<file path="src/rtl/konix_audio_out.sv">
// ============================================================================
// Module   : konix_audio_out
// Purpose  : SlipStream DAC capture, PCM conversion, DC blocker, soft-mute ramp
// Revision : 1.0  initial release
// ============================================================================
`default_nettype none

module konix_audio_out #(
    parameter int DAC_W    = 14,
    parameter int OUT_W    = 16,
    parameter int DC_SHIFT = 8
) (
    input  logic                    clk_sys,
    input  logic                    reset_n,
    input  logic                    qclk,
    input  logic [DAC_W-1:0]        left_dac,
    input  logic [DAC_W-1:0]        right_dac,
    input  logic                    dc_block_en,
    input  logic                    mute,
    output logic signed [OUT_W-1:0] audio_l,
    output logic signed [OUT_W-1:0] audio_r,
    output logic                    sample_strobe,
    output logic                    clip
);

    localparam int c_EST_W   = OUT_W + DC_SHIFT + 1;
    localparam int c_Y_W     = OUT_W + 1;
    localparam int c_SHL     = OUT_W - DAC_W;
    localparam int c_G_W     = 5;
    localparam int c_G_SHIFT = 4;
    localparam int c_P_W     = OUT_W + c_G_SHIFT;
    localparam logic [c_G_W-1:0]        c_G_MAX = 5'd16;
    localparam logic signed [OUT_W-1:0] c_MAX   = {1'b0, {(OUT_W-1){1'b1}}};
    localparam logic signed [OUT_W-1:0] c_MIN   = {1'b1, {(OUT_W-1){1'b0}}};

    // Offset-binary to signed: flip the MSB, then scale up to full PCM range.
    function automatic logic signed [OUT_W-1:0] f_conv(input logic [DAC_W-1:0] d);
        logic signed [DAC_W-1:0] v;
        v = {~d[DAC_W-1], d[DAC_W-2:0]};
        return OUT_W'(v) <<< c_SHL;
    endfunction

    function automatic logic signed [OUT_W-1:0] f_sat(input logic signed [c_Y_W-1:0] y);
        if (y[c_Y_W-1] != y[c_Y_W-2])
            return y[c_Y_W-1] ? c_MIN : c_MAX;
        return y[OUT_W-1:0];
    endfunction

    logic                    r_sync1, r_sync2, r_sync3;
    logic                    r_c_valid, r_d_valid;
    logic [DAC_W-1:0]        r_cap_l, r_cap_r;
    logic signed [c_EST_W-1:0] r_est_l, r_est_r;
    logic signed [OUT_W-1:0] r_yl, r_yr;
    logic                    r_clip_d;
    logic [c_G_W-1:0]        r_g;

    logic                    w_edge;
    logic signed [OUT_W-1:0] w_xl, w_xr;
    logic signed [c_Y_W-1:0] w_shl, w_shr;
    logic signed [c_Y_W-1:0] w_yl, w_yr;
    logic                    w_ovl, w_ovr;
    logic signed [c_P_W-1:0] w_pl, w_pr;
    logic                    w_frac_unused;

    assign w_edge = r_sync2 & ~r_sync3;

    assign w_xl  = f_conv(r_cap_l);
    assign w_xr  = f_conv(r_cap_r);
    assign w_shl = c_Y_W'(r_est_l >>> DC_SHIFT);
    assign w_shr = c_Y_W'(r_est_r >>> DC_SHIFT);
    assign w_yl  = c_Y_W'(w_xl) - w_shl;
    assign w_yr  = c_Y_W'(w_xr) - w_shr;
    assign w_ovl = w_yl[c_Y_W-1] ^ w_yl[c_Y_W-2];
    assign w_ovr = w_yr[c_Y_W-1] ^ w_yr[c_Y_W-2];

    // y*g spans exactly OUT_W+4 bits for g<=16; the top OUT_W bits are (y*g)>>>4.
    assign w_pl = c_P_W'(r_yl) * c_P_W'($signed({1'b0, r_g}));
    assign w_pr = c_P_W'(r_yr) * c_P_W'($signed({1'b0, r_g}));
    assign w_frac_unused = ^{w_pl[c_G_SHIFT-1:0], w_pr[c_G_SHIFT-1:0]};

    always_ff @(posedge clk_sys) begin
        if (!reset_n) begin
            r_sync1       <= 1'b0;
            r_sync2       <= 1'b0;
            r_sync3       <= 1'b0;
            r_c_valid     <= 1'b0;
            r_d_valid     <= 1'b0;
            r_cap_l       <= '0;
            r_cap_r       <= '0;
            r_est_l       <= '0;
            r_est_r       <= '0;
            r_yl          <= '0;
            r_yr          <= '0;
            r_clip_d      <= 1'b0;
            r_g           <= '0;
            audio_l       <= '0;
            audio_r       <= '0;
            sample_strobe <= 1'b0;
            clip          <= 1'b0;
        end else begin
            r_sync1 <= qclk;
            r_sync2 <= r_sync1;
            r_sync3 <= r_sync2;

            r_c_valid <= w_edge;
            if (w_edge) begin
                r_cap_l <= left_dac;
                r_cap_r <= right_dac;
            end

            r_d_valid <= r_c_valid;
            if (r_c_valid) begin
                if (dc_block_en) begin
                    // Estimator integrates the unsaturated difference.
                    r_est_l  <= r_est_l + c_EST_W'(w_yl);
                    r_est_r  <= r_est_r + c_EST_W'(w_yr);
                    r_yl     <= f_sat(w_yl);
                    r_yr     <= f_sat(w_yr);
                    r_clip_d <= w_ovl | w_ovr;
                end else begin
                    r_est_l  <= '0;
                    r_est_r  <= '0;
                    r_yl     <= w_xl;
                    r_yr     <= w_xr;
                    r_clip_d <= 1'b0;
                end
            end

            sample_strobe <= r_d_valid;
            if (r_d_valid) begin
                audio_l <= w_pl[c_P_W-1 -: OUT_W];
                audio_r <= w_pr[c_P_W-1 -: OUT_W];
                clip    <= r_clip_d;
                if (mute && r_g != '0)
                    r_g <= r_g - 1'b1;
                else if (!mute && r_g < c_G_MAX)
                    r_g <= r_g + 1'b1;
            end
        end
    end

endmodule

`default_nettype wire

</file>
<file path="config.mk">
export PLATFORM = sky130hd
export DESIGN_NAME = konix_audio_out
export DESIGN_NICKNAME = d
export VERILOG_FILES = /design/src/rtl/konix_audio_out.sv
export SDC_FILE = /design/constraint.sdc
export NUM_CORES = 1
export LEC_CHECK = 0
export BUFFER_PORTS_ARGS = -buffer_cell sky130_fd_sc_hd__buf_4
export CAP_MARGIN = 20
export CORE_UTILIZATION = 40
export CTS_CLUSTER_DIAMETER = 30
export DETAILED_ROUTE_END_ITERATION = 10
export GPL_ROUTABILITY_DRIVEN = 0
export PLACE_DENSITY = 0.61
export SYNTH_ARGS = -nofsm -noshare
export SYNTH_HDL_FRONTEND = slang
export SYNTH_SLANG_ARGS = --single-unit
</file>
<file path="constraint.sdc">
create_clock -name clk_sys -period 5.65 [get_ports clk_sys]
set_input_delay 0 -clock clk_sys [delete_from_list [all_inputs] [get_ports clk_sys]]
set_output_delay 0 -clock clk_sys [all_outputs]
set_load 0.05 [all_outputs]
</file>
Word level (Yosys, flattened, before mapping):

Index checks and enable logic that the tools add are counted.

* memory bits (read-only): 0
* register bits after elaboration: 155
* word-level logic and storage cells: 62
* latch bits: 0
* memories: 0
* input bits: 33
* output and inout bits: 34
* RAM bits: 0

* mux-type cells: 21
* order comparisons: 1
* reductions and logical operators: 6
* bitwise operators: 7
* div/mod/pow operators: 0
* eq/ne operators: 2
* add/sub/neg operators: 6
* $mul: 2
* shifts and indexed selects: 0

Operator list (number)
* 16-bit 2-to-1 mux: 8
* 25-bit by 17-bit adder with 25-bit output: 2
* 25-bit 2-to-1 mux: 2
* 16-bit by 6-bit multiplier with 20-bit output: 2
* 16-bit by 17-bit subtractor with 17-bit output: 2
* 5-bit 2-to-1 mux: 2
* 1-bit 2-to-1 mux: 9
* 5-bit by 1-bit adder with 5-bit output, second input constant: 1
* 5-bit less-than comparator, second input constant: 1
* 5-bit nonzero test: 1
* 5-bit by 1-bit subtractor with 5-bit output, second input constant: 1
* 1-bit NOT: 3
* 1-bit logical AND: 2
* 1-bit != test: 2
* 2-bit AND reduction: 1
* 2-bit nonzero test: 1
* 1-bit bitwise XOR: 2
* 1-bit bitwise AND: 1
* 1-bit logical NOT: 1
* 1-bit bitwise OR: 1

Depth between registers and ports, before layout:

* word-level depth: 9
* mapped depth: 19
* mapped depth without buffers: 19

Worst setup path before layout:

OpenSTA, ideal clock, no wires.

* kind: register to register
* from: register r_g[0]
* to: register audio_r[13]
* path slack: 1.226 ns
* cell stages (with the launch flop): 18
* arrival: 4.318 ns
* buffers on the path: 1
* setup time: 0.106 ns
* data required time: 5.544 ns
* cell sequence: dfxtp_1 -> clkbuf_1 -> and2_1 -> fa_1 -> inv_1 -> fa_1 -> fa_1 -> inv_1 -> ha_1 -> nor2b_1 -> o21ai_0 -> a21boi_0 -> o311a_1 -> o31ai_1 -> a21oi_1 -> o211ai_1 -> mux2_2 -> o311ai_0

* cells in the longest elaborated chain, start to end: 1

Ends and longest elaborated chain
* from (decl): RTL line 55 `logic [c_G_W-1:0] r_g;`
* from (signal assigned): RTL line 135 `r_g <= r_g - 1'b1;`
* from (signal assigned): RTL line 137 `r_g <= r_g + 1'b1;`
* 16-bit by 6-bit multiplier with 20-bit output: RTL line 78 `assign w_pr = c_P_W'(r_yr) * c_P_W'($signed({1'b0, r_g}));`
* to (signal assigned): RTL line 132 `audio_r <= w_pr[c_P_W-1 -: OUT_W];`
* to (decl): RTL line 21 `output logic signed [OUT_W-1:0] audio_r,`

Every way passes these cells.
A chain may end at the register's enable or synchronous reset.

Worst setup path in the final report:

* from: register r_g[2]
* to: register audio_r[13]

The elaborated chain is that of the path after synthesis.

==> summary.md <==
| Metric | Value |
|---|---|
| Status | finished, final reports clean |
| Post-synth EDFFs | 0 |
| Critical-path maximum fanout | 26 |
| Worst EP arrival | 5350 ps |
| Slew @ Worst Pin | around 890 ps |
| CTS sink count | 155 |
| Growth of design area from synthesis to finish | 12.8% |
| Width of the die | 196 um |
| Classification of the worst setup path | reg -> reg |
| Die area | 0.0383 mm^2 |
| Number of instances in the synthesized netlist | approximately 1800 |
| Max Root-Sink Buffers | 2 |
| H-Tree Depth | 4 |
| Effective utilization at floorplan | between 40 and 50% |
| Worst Reg2Reg Path Length in Cells | 16 |
| Leading cell type by number of instances after synthesis | sky130_fd_sc_hd__inv_1 |
| Overall Global Routing Usage | about a fifth |
| Power density of the placed cells | 194 mW/mm^2 |
| Layout net count | around 2200 |
| Static leakage | about 8.0 nW |
| Grt total ovfl | 0 |
| First-pass DRT Iterations | 5 |
| Clk_skew | ~11 ps |
| Class of the tightest hold or removal check | in -> reg |
| Clock transition time at the flip-flop clock pins of the worst setup and hold paths | 70 ps |
| Area share of the largest cell type after synthesis | approximately a fifth |
| Top Ports | 67 |
| Multi-input gate area in the final layout | around 0.011 mm^2 |
| Number of failing setup endpoints in the final timing report | 0 |
| IR drop worst, VDD | 0.199 mV |
| Ratio of cells with drive above 1 in the final layout | 7.29% |
| Total of max-cap violations | 0 |
| Mean number of vias per cell | 5.26 |
| Cell types with the largest area share after synthesis | sky130_fd_sc_hd__dfxtp_1 (21%), sky130_fd_sc_hd__ha_1 (13%), sky130_fd_sc_hd__fa_1 (13%) |
| Worst-case headroom to the max-slew limit | about two fifths |
| Antenna violations before repair | 0 |
| Worst-case hold path end point | r_est_l[0] |
| Std cell rows | 70 |
| Worst-Skew Late Latency | between 400 and 500 ps |
| Syn. warnings | 0 |
| TritonCTS buffer count | 17 |
| Fraction of registers with async set/reset | 0% |
| Post-synthesis instance area | 0.0150 mm^2 |
| Synthesized area per cell | 8.15 um^2 |
| CTS tree | done |
| Wire length per cell after detailed routing | 15.6 um |
| Count of input and output buffers | between 60 and 70 |
| Register Area | 0.00310 mm^2 |
| Count of distinct cell types in the synthesized netlist | 78 |
| Remaining design rule violation count | 0 |
| Height of the die | 196 um |
| Post-CTS repair timing setup buffer count | 0 |
| Setup repair after global routing missed its margin | no |
| Most instantiated flip-flop cell in the synthesis netlist | sky130_fd_sc_hd__dfxtp_1 |
| Sum of routed wire length over all layers | 37300 um |
| Cell type with the highest aggregate area in the netlist | sky130_fd_sc_hd__dfxtp_1 |
| Number of max-slew violations in the final report | 0 |
| Cell depth of the worst hold path | 3 |
| Filler Cells Inserted | 3669 |
| Worst hold slack | between 70 and 80 ps |
| Nature of the critical path startpoint | register |
| Final Util | a little under half |
| Required time worst endpoint | around 6000 ps |
| Post-synthesis net count | 2123 |
| Startpoint of the worst-slack reg-to-reg timing path | r_g[2] |
| Share of the clock period used by the worst path | approximately 90% |
| ANT cells | 0 |
| Worst r2r dst | audio_r[13] |
| FF+latch count, synth | 155 |
| Antenna viol nets, final | 0 |
| Highest attainable clock frequency | 0.199 GHz |
| Minimum clock period | 5020 ps |
| Count of endpoints failing hold in the final timing report | 0 |
| Largest net degree at the start of global routing | 72 |
| Worst Min Path Start | dc_block_en |
| Worst setup EP type | register |
| Detailed placer's ending HPWL | around 28000 um |
| Synth top cells by count | sky130_fd_sc_hd__inv_1 (206), sky130_fd_sc_hd__and2_1 (165), sky130_fd_sc_hd__dfxtp_1 (155), sky130_fd_sc_hd__ha_1 (153), sky130_fd_sc_hd__nand2_1 (144) |
| Area of the core | 0.0368 mm^2 |
| Setup Total Neg Slack | 0 ps |
| Sequential cell area fraction in the yosys report | 20.7% |
| Total number of vias | between 10000 and 15000 |
| Via count of the first global-routing pass | 12367 |
| Starting DRC count in detailed routing | 617 |
| Global-route wire length before repair | around 63000 um |
| Clock Tree Root | sky130_fd_sc_hd__clkbuf_16 |
| Worst-case register-to-register setup slack | 630 ps |
| Post-cts repair resize count | 0 |
critical path: stages (launching register included):
cell	delay [ps]
sky130_fd_sc_hd__dfxtp_1	810
sky130_fd_sc_hd__and2_1	250
sky130_fd_sc_hd__fa_1	400
sky130_fd_sc_hd__inv_1	80
sky130_fd_sc_hd__fa_1	400
sky130_fd_sc_hd__fa_1	490
sky130_fd_sc_hd__inv_1	40
sky130_fd_sc_hd__ha_1	310
sky130_fd_sc_hd__nor2b_1	160
sky130_fd_sc_hd__o21ai_0	230
sky130_fd_sc_hd__a21boi_0	190
sky130_fd_sc_hd__o311a_1	340
sky130_fd_sc_hd__o31ai_1	330
sky130_fd_sc_hd__a21oi_1	200
sky130_fd_sc_hd__o211ai_1	230
sky130_fd_sc_hd__mux2_2	360
sky130_fd_sc_hd__o311ai_0	80
cell type report:
| type | count | share of cell area [%] |
|---|---|---|
| Clock buffer | 19 | 2.67 |
| Clock inverter | 13 | 1.27 |
| Inverter | 208 | 4.61 |
| Multi-Input combinational cell | 1410 | 64.2 |
| Sequential cell | 155 | 18.3 |
| Tap cell | 468 | 3.46 |
| Timing Repair Buffer | 115 | 5.52 |
registers in the layout, summed over array words and instances, names as in the netlist:
| name | flops |
|---|---|
| r_clip_d | 1 |
| r_sync2 | 1 |
| audio_l | 16 |
| sample_strobe | 1 |
| r_c_valid | 1 |
| audio_r | 16 |
| r_yr | 16 |
| r_d_valid | 1 |
| r_est_r | 25 |
| clip | 1 |
| r_g | 5 |
| r_est_l | 25 |
| r_cap_r | 14 |
| r_sync1 | 1 |
| r_cap_l | 14 |
| r_sync3 | 1 |
| r_yl | 16 |
through the flow:
stage          power [mW]  setup WS [ps]  cells  cell area (um^2)
4_1_cts              3.31            583   2388             16900
3_5_place_dp         1.96            649   2327             16000
6_report             3.29            634   2388             16900
5_1_grt              3.44            220   2388             16900
2_1_floorplan        1.76           1230   1842             15000
3_3_place_gp         1.95            770   2327             16000
cells in the final DEF, fill, tap and decap left out, drive strengths merged, types with 11 or more instances in the layout:
cell,netlist,routed
or3,12,12
a21o,51,51
inv,207,209
o22ai,11,11
o21ai,97,97
nor3,25,25
and2,165,165
a21oi,144,144
nor2b,27,27
and3,11,11
ha,153,153
a211oi,21,21
nor2,125,125
fa,95,95
buf,10,86
xor2,37,37
xnor2,65,65
nand3,24,24
nand2b,16,16
o21a,17,17
maj3,13,13
mux2i,15,15
a31oi,19,19
dlygate4sd3,0,29
clkbuf,59,19
nand2,144,144
dfxtp,155,155
routing by layer:
metal	global-route usage (%)	vias to the layer above	wire [um]	share of wire, %
li1	-	6360	-	-
met1	27.4	5914	18400	49
met2	33.2	242	17100	46
met3	2.70	40	1090	2.9
met4	5.61	0	743	2.0
met5	0	-	0	0
kinds of logic (layout without fill, tap and decap cells):
| family | Yosys count | in the layout | share of synthesized area, % |
|---|---|---|---|
| AOI/OAI and AO/OA | 450 | 450 | 19.3 |
| adders and majority gates | 261 | 261 | 26.3 |
| and+or+nand+nor | 579 | 579 | 19.4 |
| muxes | 17 | 17 | 1.17 |
| buffers and inverters | 277 | 355 | 6.98 |
| xor gates and xnor gates | 103 | 103 | 6.15 |
| DFF | 155 | 155 | 20.7 |
report_power, final:
group / switching (mW) / internal, mW / leakage (nW)
logic: 0.487 / 0.340 / 6.42
clock network: 0.510 / 0.811 / 0.312
registers: 0.0256 / 1.11 / 1.25
worst max-delay path by stage:
stage          cells after the start  slack (ps)  startpoint           to
2_1_floorplan                     17        1230      r_g[0]  audio_r[13]
3_3_place_gp                      16         770      r_g[2]  audio_r[13]
3_5_place_dp                      16         650      r_g[2]  audio_r[13]
4_1_cts                           16         580      r_g[2]  audio_r[13]
5_1_grt                           16         220      r_g[2]  audio_r[13]
6_report                          16         630      r_g[2]  audio_r[13]
timing repair:
| action | CTS | global route |
|---|---|---|
| hold buffers | 29 | 0 |
| hold endpoints to repair | 29 | 0 |
| endpoints found under the setup margin | 0 | 0 |
(Power assumes the default switching activity.)
